<file path="src/rtl/hazard_scoreboard_if.sv">
// hazard_scoreboard_if: D-stage decode fields in, stall/forward/MDU-busy out.
// master = decoder side (drives i_*), slave = scoreboard (drives o_*).
interface hazard_scoreboard_if #(
  parameter int AW   = 5,
  parameter int TW   = 2,
  parameter int SELW = 2
);
  logic            i_id_valid;
  logic [AW-1:0]   i_rs;
  logic [AW-1:0]   i_rt;
  logic [TW-1:0]   i_tuse_rs;
  logic [TW-1:0]   i_tuse_rt;
  logic            i_use_rs;
  logic            i_use_rt;
  logic            i_we;
  logic [AW-1:0]   i_wa;
  logic [TW-1:0]   i_tnew;
  logic            i_md;
  logic            i_md_div;
  logic            i_mdu_use;
  logic            o_stall;
  logic [SELW-1:0] o_fwd_rs_sel;
  logic [SELW-1:0] o_fwd_rt_sel;
  logic            o_mdu_busy;
  modport master (
    output i_id_valid, i_rs, i_rt, i_tuse_rs, i_tuse_rt, i_use_rs, i_use_rt,
           i_we, i_wa, i_tnew, i_md, i_md_div, i_mdu_use,
    input  o_stall, o_fwd_rs_sel, o_fwd_rt_sel, o_mdu_busy
  );
  modport slave (
    input  i_id_valid, i_rs, i_rt, i_tuse_rs, i_tuse_rt, i_use_rs, i_use_rt,
           i_we, i_wa, i_tnew, i_md, i_md_div, i_mdu_use,
    output o_stall, o_fwd_rs_sel, o_fwd_rt_sel, o_mdu_busy
  );
endinterface

</file>
<file path="src/rtl/hazard_scoreboard.sv">
// hazard_scoreboard: Tnew/Tuse scoreboard producing D-stage stall, forward selects and MDU interlock.
// Ports: i_clk clock; i_reset_n sync active-low reset; bus (slave) carries the D-stage
// decode fields (rs/rt/Tuse/use, we/wa/Tnew, md class) and returns o_stall, o_fwd_rs_sel,
// o_fwd_rt_sel (0 = GRF, k = stage k) and o_mdu_busy.
module hazard_scoreboard #(
  parameter int STAGES  = 3,
  parameter int AW      = 5,
  parameter int TW      = 2,
  parameter int SELW    = 2,
  parameter int MUL_LAT = 5,
  parameter int DIV_LAT = 10
) (
  input logic                i_clk,
  input logic                i_reset_n,
  hazard_scoreboard_if.slave bus
);
  logic [STAGES:1] vwe;
  logic [AW-1:0]   wa [1:STAGES];
  logic [TW-1:0]   tn [1:STAGES];
  logic [5:0]      mdu_cnt;
  logic            rs_hit, rt_hit, issue;
  logic [SELW-1:0] rs_k, rt_k;
  logic [TW-1:0]   rs_tn, rt_tn;
  // scanning oldest to youngest lets the youngest match overwrite older ones
  always_comb begin
    rs_hit = 1'b0;
    rs_k   = '0;
    rs_tn  = '0;
    rt_hit = 1'b0;
    rt_k   = '0;
    rt_tn  = '0;
    for (int k = STAGES; k >= 1; k--) begin
      if (vwe[k] && wa[k] == bus.i_rs) begin
        rs_hit = 1'b1;
        rs_k   = SELW'(k);
        rs_tn  = tn[k];
      end
      if (vwe[k] && wa[k] == bus.i_rt) begin
        rt_hit = 1'b1;
        rt_k   = SELW'(k);
        rt_tn  = tn[k];
      end
    end
    rs_hit = rs_hit && bus.i_use_rs && bus.i_rs != '0;
    rt_hit = rt_hit && bus.i_use_rt && bus.i_rt != '0;
  end
  assign bus.o_stall = bus.i_id_valid && ((rs_hit && rs_tn > bus.i_tuse_rs) ||
                       (rt_hit && rt_tn > bus.i_tuse_rt) || (bus.i_mdu_use && mdu_cnt != '0));
  assign bus.o_fwd_rs_sel = (rs_hit && rs_tn == '0) ? rs_k : '0;
  assign bus.o_fwd_rt_sel = (rt_hit && rt_tn == '0) ? rt_k : '0;
  assign bus.o_mdu_busy   = mdu_cnt != '0;
  assign issue            = bus.i_id_valid && !bus.o_stall;
  always_ff @(posedge i_clk) begin
    if (!i_reset_n) begin
      vwe     <= '0;
      mdu_cnt <= '0;
      for (int k = 1; k <= STAGES; k++) begin
        wa[k] <= '0;
        tn[k] <= '0;
      end
    end else begin
      for (int k = 2; k <= STAGES; k++) begin
        vwe[k] <= vwe[k-1];
        wa[k]  <= wa[k-1];
        tn[k]  <= (tn[k-1] == '0) ? '0 : tn[k-1] - TW'(1);
      end
      vwe[1]  <= issue && bus.i_we && bus.i_wa != '0;
      wa[1]   <= issue ? bus.i_wa : '0;
      tn[1]   <= issue ? bus.i_tnew : '0;
      mdu_cnt <= (issue && bus.i_md) ? (bus.i_md_div ? 6'(DIV_LAT) : 6'(MUL_LAT)) :
                 (mdu_cnt != '0) ? mdu_cnt - 6'd1 : mdu_cnt;
    end
  end
endmodule

</file>
<file path="src/flat_wrapper.sv">
// flat-port wrapper written by rule: the top's interface ports become plain ports
module hazard_scoreboard_flat 
#(
  parameter int STAGES  = 3,
  parameter int AW      = 5,
  parameter int TW      = 2,
  parameter int SELW    = 2,
  parameter int MUL_LAT = 5,
  parameter int DIV_LAT = 10
)
  (i_clk, i_reset_n, bus_i_id_valid, bus_i_rs, bus_i_rt, bus_i_tuse_rs, bus_i_tuse_rt, bus_i_use_rs, bus_i_use_rt, bus_i_we, bus_i_wa, bus_i_tnew, bus_i_md, bus_i_md_div, bus_i_mdu_use, bus_o_stall, bus_o_fwd_rs_sel, bus_o_fwd_rt_sel, bus_o_mdu_busy);
  hazard_scoreboard_if #(.AW(AW), .TW(TW), .SELW(SELW)) bus_i ();
  input logic i_clk;
  input logic i_reset_n;
  input wire logic [$bits(bus_i.i_id_valid)-1:0] bus_i_id_valid;
  input wire logic [$bits(bus_i.i_rs)-1:0] bus_i_rs;
  input wire logic [$bits(bus_i.i_rt)-1:0] bus_i_rt;
  input wire logic [$bits(bus_i.i_tuse_rs)-1:0] bus_i_tuse_rs;
  input wire logic [$bits(bus_i.i_tuse_rt)-1:0] bus_i_tuse_rt;
  input wire logic [$bits(bus_i.i_use_rs)-1:0] bus_i_use_rs;
  input wire logic [$bits(bus_i.i_use_rt)-1:0] bus_i_use_rt;
  input wire logic [$bits(bus_i.i_we)-1:0] bus_i_we;
  input wire logic [$bits(bus_i.i_wa)-1:0] bus_i_wa;
  input wire logic [$bits(bus_i.i_tnew)-1:0] bus_i_tnew;
  input wire logic [$bits(bus_i.i_md)-1:0] bus_i_md;
  input wire logic [$bits(bus_i.i_md_div)-1:0] bus_i_md_div;
  input wire logic [$bits(bus_i.i_mdu_use)-1:0] bus_i_mdu_use;
  output wire logic [$bits(bus_i.o_stall)-1:0] bus_o_stall;
  output wire logic [$bits(bus_i.o_fwd_rs_sel)-1:0] bus_o_fwd_rs_sel;
  output wire logic [$bits(bus_i.o_fwd_rt_sel)-1:0] bus_o_fwd_rt_sel;
  output wire logic [$bits(bus_i.o_mdu_busy)-1:0] bus_o_mdu_busy;
  assign bus_i.i_id_valid = bus_i_id_valid;
  assign bus_i.i_rs = bus_i_rs;
  assign bus_i.i_rt = bus_i_rt;
  assign bus_i.i_tuse_rs = bus_i_tuse_rs;
  assign bus_i.i_tuse_rt = bus_i_tuse_rt;
  assign bus_i.i_use_rs = bus_i_use_rs;
  assign bus_i.i_use_rt = bus_i_use_rt;
  assign bus_i.i_we = bus_i_we;
  assign bus_i.i_wa = bus_i_wa;
  assign bus_i.i_tnew = bus_i_tnew;
  assign bus_i.i_md = bus_i_md;
  assign bus_i.i_md_div = bus_i_md_div;
  assign bus_i.i_mdu_use = bus_i_mdu_use;
  assign bus_o_stall = bus_i.o_stall;
  assign bus_o_fwd_rs_sel = bus_i.o_fwd_rs_sel;
  assign bus_o_fwd_rt_sel = bus_i.o_fwd_rt_sel;
  assign bus_o_mdu_busy = bus_i.o_mdu_busy;
  hazard_scoreboard #(.STAGES(STAGES), .AW(AW), .TW(TW), .SELW(SELW), .MUL_LAT(MUL_LAT), .DIV_LAT(DIV_LAT)) u_core (.i_clk(i_clk), .i_reset_n(i_reset_n), .bus(bus_i));
endmodule
</file>
<file path="config.mk">
export PLATFORM = sky130hd
export DESIGN_NAME = hazard_scoreboard_flat
export DESIGN_NICKNAME = d
export VERILOG_FILES = /design/src/rtl/hazard_scoreboard_if.sv /design/src/rtl/hazard_scoreboard.sv /design/src/flat_wrapper.sv
export SDC_FILE = /design/constraint.sdc
export NUM_CORES = 1
export LEC_CHECK = 0
export ABC_AREA = 1
export CAP_MARGIN = 20
export CORE_ASPECT_RATIO = 1.1
export CORE_MARGIN = 2
export CORE_UTILIZATION = 56
export CTS_CLUSTER_DIAMETER = 100
export DETAILED_ROUTE_END_ITERATION = 8
export HOLD_SLACK_MARGIN = 0.02
export PLACE_DENSITY = 0.92
export SETUP_SLACK_MARGIN = 0.3
export SLEW_MARGIN = 25
export SYNTH_ARGS = -nofsm -noshare
export SYNTH_HDL_FRONTEND = slang
export SYNTH_SLANG_ARGS = --single-unit
</file>
<file path="constraint.sdc">
create_clock -name i_clk -period 6.8 [get_ports i_clk]
set_input_delay 2.04 -clock i_clk [delete_from_list [all_inputs] [get_ports i_clk]]
set_output_delay 2.04 -clock i_clk [all_outputs]
set_load 0.02 [all_outputs]
</file>
==> impl_metrics.py <==
metrics = {
    "setup_path": {
        "max_stage_delay_ps": 290,
        "critPathKind": "in2out",
        "start_kind": "input pin",
        "worstPathRequired_ps": 4760,
        "crit_arrival_ps": 4200,
        "worst_setup_path_end_kind": "output port",
        "crit_chain": "dlygate4sd2_1 > inv_2 > o21ai_1 > nor2_1 > nand3_2 > inv_1 > nor2_2 > nand2_1 > o211ai_1 > o21ai_1 > inv_1 > ha_1 > inv_1 > nor2_2 > o21ai_2 > nor2_4 > o21ai_1 > inv_1 > buf_2",
        "path_max_fanout": 5,
        "cpMostUsedCell": "inv_1",
        "crit_path_top_delay_cell": "ha_1",
    },
    "place": {
        "dp_cells": 406,
        "io_buffer_count": 35,
        "place_congestion": 0.963,
        "dp_hpwl_um": 3580,
        "place_ws_ps": -179,
    },
    "logic_synthesis": {
        "ys_async_sr_fraction": 0,
        "yosys.area_share.simple": 0.414,
        "synth_ff_type": "dfxtp_1",
        "synth_fa_ha_area_frac": 0.0454,
        "syn_avg_cell_area_sq_um": 6.27,
        "ys_seq_area_frac": 0.311,
        "yosys_warnings": 0,
        "synthXorXnorAreaFrac": 0.0227,
        "synth-edff-count": 0,
        "synth_top_family_by_area": "simple AND/OR/NAND/NOR gates",
        "ys_seq_elements": 30,
        "synth_cell_types": 28,
        "synth_compound_area_frac": 0.0784,
        "syn_inst": 308,
        "synth_mux_area_frac": 0,
        "syn-num-nets": 345,
        "netlist_area_sq_um": 1930,
    },
    "finish": {
        "fin_cells": 417,
        "final_cell_mix": "nand2_1 (98), inv_1 (51), nor2_1 (37), dfxtp_1 (30), clkdlybuf4s50_1 (24)",
        "nets": 405,
        "final_layout_size_suffix_gt1_frac": 0.173,
        "post-route-util": 0.767,
        "diodes": 0,
        "final_common_cell": "nand2_1",
        "syn2layout_area_growth_pct": 32.4,
    },
    "sta": {
        "fmax_ghz": 0.160,
        "slew_headroom": 0.566,
        "clock_skew_ps": 12.2,
        "drv_slew": 0,
        "tightest_slew_ps": 649,
        "fin_crit_sh": 0.918,
        "rsz0062_at_grt": "no",
        "finalSetupViolations": 0,
        "fin_ws_ps": 557,
        "min_period_ps": 6240,
        "hold_viol_final": 0,
    },
    "power_and_ir_drop": {
        "power.leakage_nw": 1.36,
        "powerDensity_nw_per_um2": 227,
        "irDropWorstVdd_mv": 0.271,
    },
    "clocking": {
        "cts-root-buf": "clkbuf_4",
        "worstSkewPairLatency_ps": 330,
        "cts_tree": "yes",
        "htree_levels": 2,
        "numCtsBuffers": 5,
        "cts.clk_slew.worst_paths_ps": 90,
        "cts_buffer_depth": 2,
        "cts_sinks": 30,
        "hold_buffers": 0,
    },
    "grt": {
        "grt_start_max_net_pins": 17,
        "grt_pass1_wl_um": 7420,
        "grt_antenna_before_repair": 0,
        "grt_usage": 0.250,
        "first_global_vias": 1825,
        "grt-ovfl-total": 0,
    },
    "floorplan": {
        "rows": 22,
        "dieWidth_um": 60.0,
        "core_area_sq_um": 3330,
        "start_util": 0.580,
        "dieArea_sq_um": 3930,
        "die_y_um": 65.6,
        "io_pins": 36,
    },
    "routing": {
        "drtIter0Drc": 87,
        "dr.pass1.iters": 4,
        "post-route-drc-count": 0,
        "post_drt_wl_per_cell_um": 10.9,
        "wl_um": 4530,
        "viasPerCell": 4.85,
        "drtAntennaViolNets": 0,
        "vias": 2023,
    },
    "flow_run": {
        "maxCapViolCount": 0,
    },
    "worst_hold_path": {
        "worstHoldPathType": "reg2reg",
    },
    "outcome": {
        "status": "finished clean",
    },
}
-- cells in the mapped netlist (3+ instances only) --
master	instances	area, sq um
nand2_1	98	368
inv_1	51	191
nor2_1	40	150
dfxtp_1	30	601
inv_2	12	45.0
o21ai_0	8	40.0
ha_1	7	87.6
a21oi_1	6	30.0
nand3_2	6	60.1
nor3_1	6	30.0
o21ai_1	6	30.0
nand3_1	5	25.0
nand4_1	5	31.3
o211ai_1	4	30.0
nor2_2	3	18.8
nor2_4	3	33.8
xnor2_1	3	26.3
-- cells by family after synthesis --
logic type / Yosys count
adder cells (fa/ha/maj): 7
flip-flops: 30
buffers and inverters: 66
AO/OA/AOI/OAI: 27
AND/OR/NAND/NOR: 173
XOR/XNOR: 5
-- worst max-delay path: cells and delay by family --
family / cells / cell delay (ps)
AOI/OAI and AO/OA: 5 / 580
buffers and inverters: 7 / 830
adders and majority gates: 1 / 290
and+or+nand+nor: 6 / 480
-- final cells by class --
cell class	count	area (sq um)
clock buffers	7	55.1
clock inverters	1	5.00
fillers	256	774
inverters	64	240
multi-input cells	212	1100
flip-flops and latches	30	601
well taps	48	60.1
repair buffers	55	498
-- stage by stage --
stage / hold WS [ps] / TNS [ps] / power, mW / instance area (sq um)
global placement: 407 / -135 / 0.465 / 2460
floorplan: 400 / 0 / 0.401 / 1930
global route: 448 / 0 / 0.624 / 2560
detailed placement: 420 / -179 / 0.473 / 2460
CTS: 433 / 0 / 0.582 / 2520
finish: 432 / 0 / 0.579 / 2560
-- report_power, final --
| group | leakage [nW] | switching (mW) | internal, mW |
|---|---|---|---|
| clock network | 0.0353 | 0.0593 | 0.0500 |
| registers | 0.245 | 0.0232 | 0.201 |
| logic | 1.08 | 0.131 | 0.115 |
-- flip-flops by register name, summed over array words and instances (netlist names) --
signal	cells
u_core.tn	6
u_core.vwe	3
u_core.wa	15
u_core.mdu_cnt	6
-- what timing repair did --
| item | CTS | global route |
|---|---|---|
| gates resized for setup | 14 | 9 |
| endpoints found under the hold margin | 0 | 0 |
| pin swaps | 0 | 4 |
| setup endpoints to repair | 1 | 1 |
| buffers inserted | 0 | 3 |
-- worst paths after layout --
| kind | startpoint | slack (ps) | cells after the start | endpoint |
|---|---|---|---|---|
| hold / removal | u_core.tn[0][4]$_SDFF_PP0_ | 430 | 1 | u_core.tn[0][6]$_SDFF_PP0_ |
| hold reg to reg | u_core.tn[0][4]$_SDFF_PP0_ | 430 | 1 | u_core.tn[0][6]$_SDFF_PP0_ |
| setup reg to reg | u_core.wa[0][13]$_SDFF_PN0_ | 4140 | 22 | u_core.mdu_cnt[1]$_SDFFE_PN0P_ |
| setup / recovery | bus_i_rt[4] | 560 | 19 | bus_o_stall |
-- routing by layer --
| layer | global-route usage | vias to the layer above | routed length (um) |
|---|---|---|---|
| li1 | - | 1058 | - |
| met1 | 0.308 | 878 | 1940 |
| met2 | 0.405 | 70 | 2110 |
| met3 | 0.0394 | 17 | 306 |
| met4 | 0.139 | 0 | 174 |
| met5 | 0 | - | 0 |
Power figures use the tool's default switching activity.
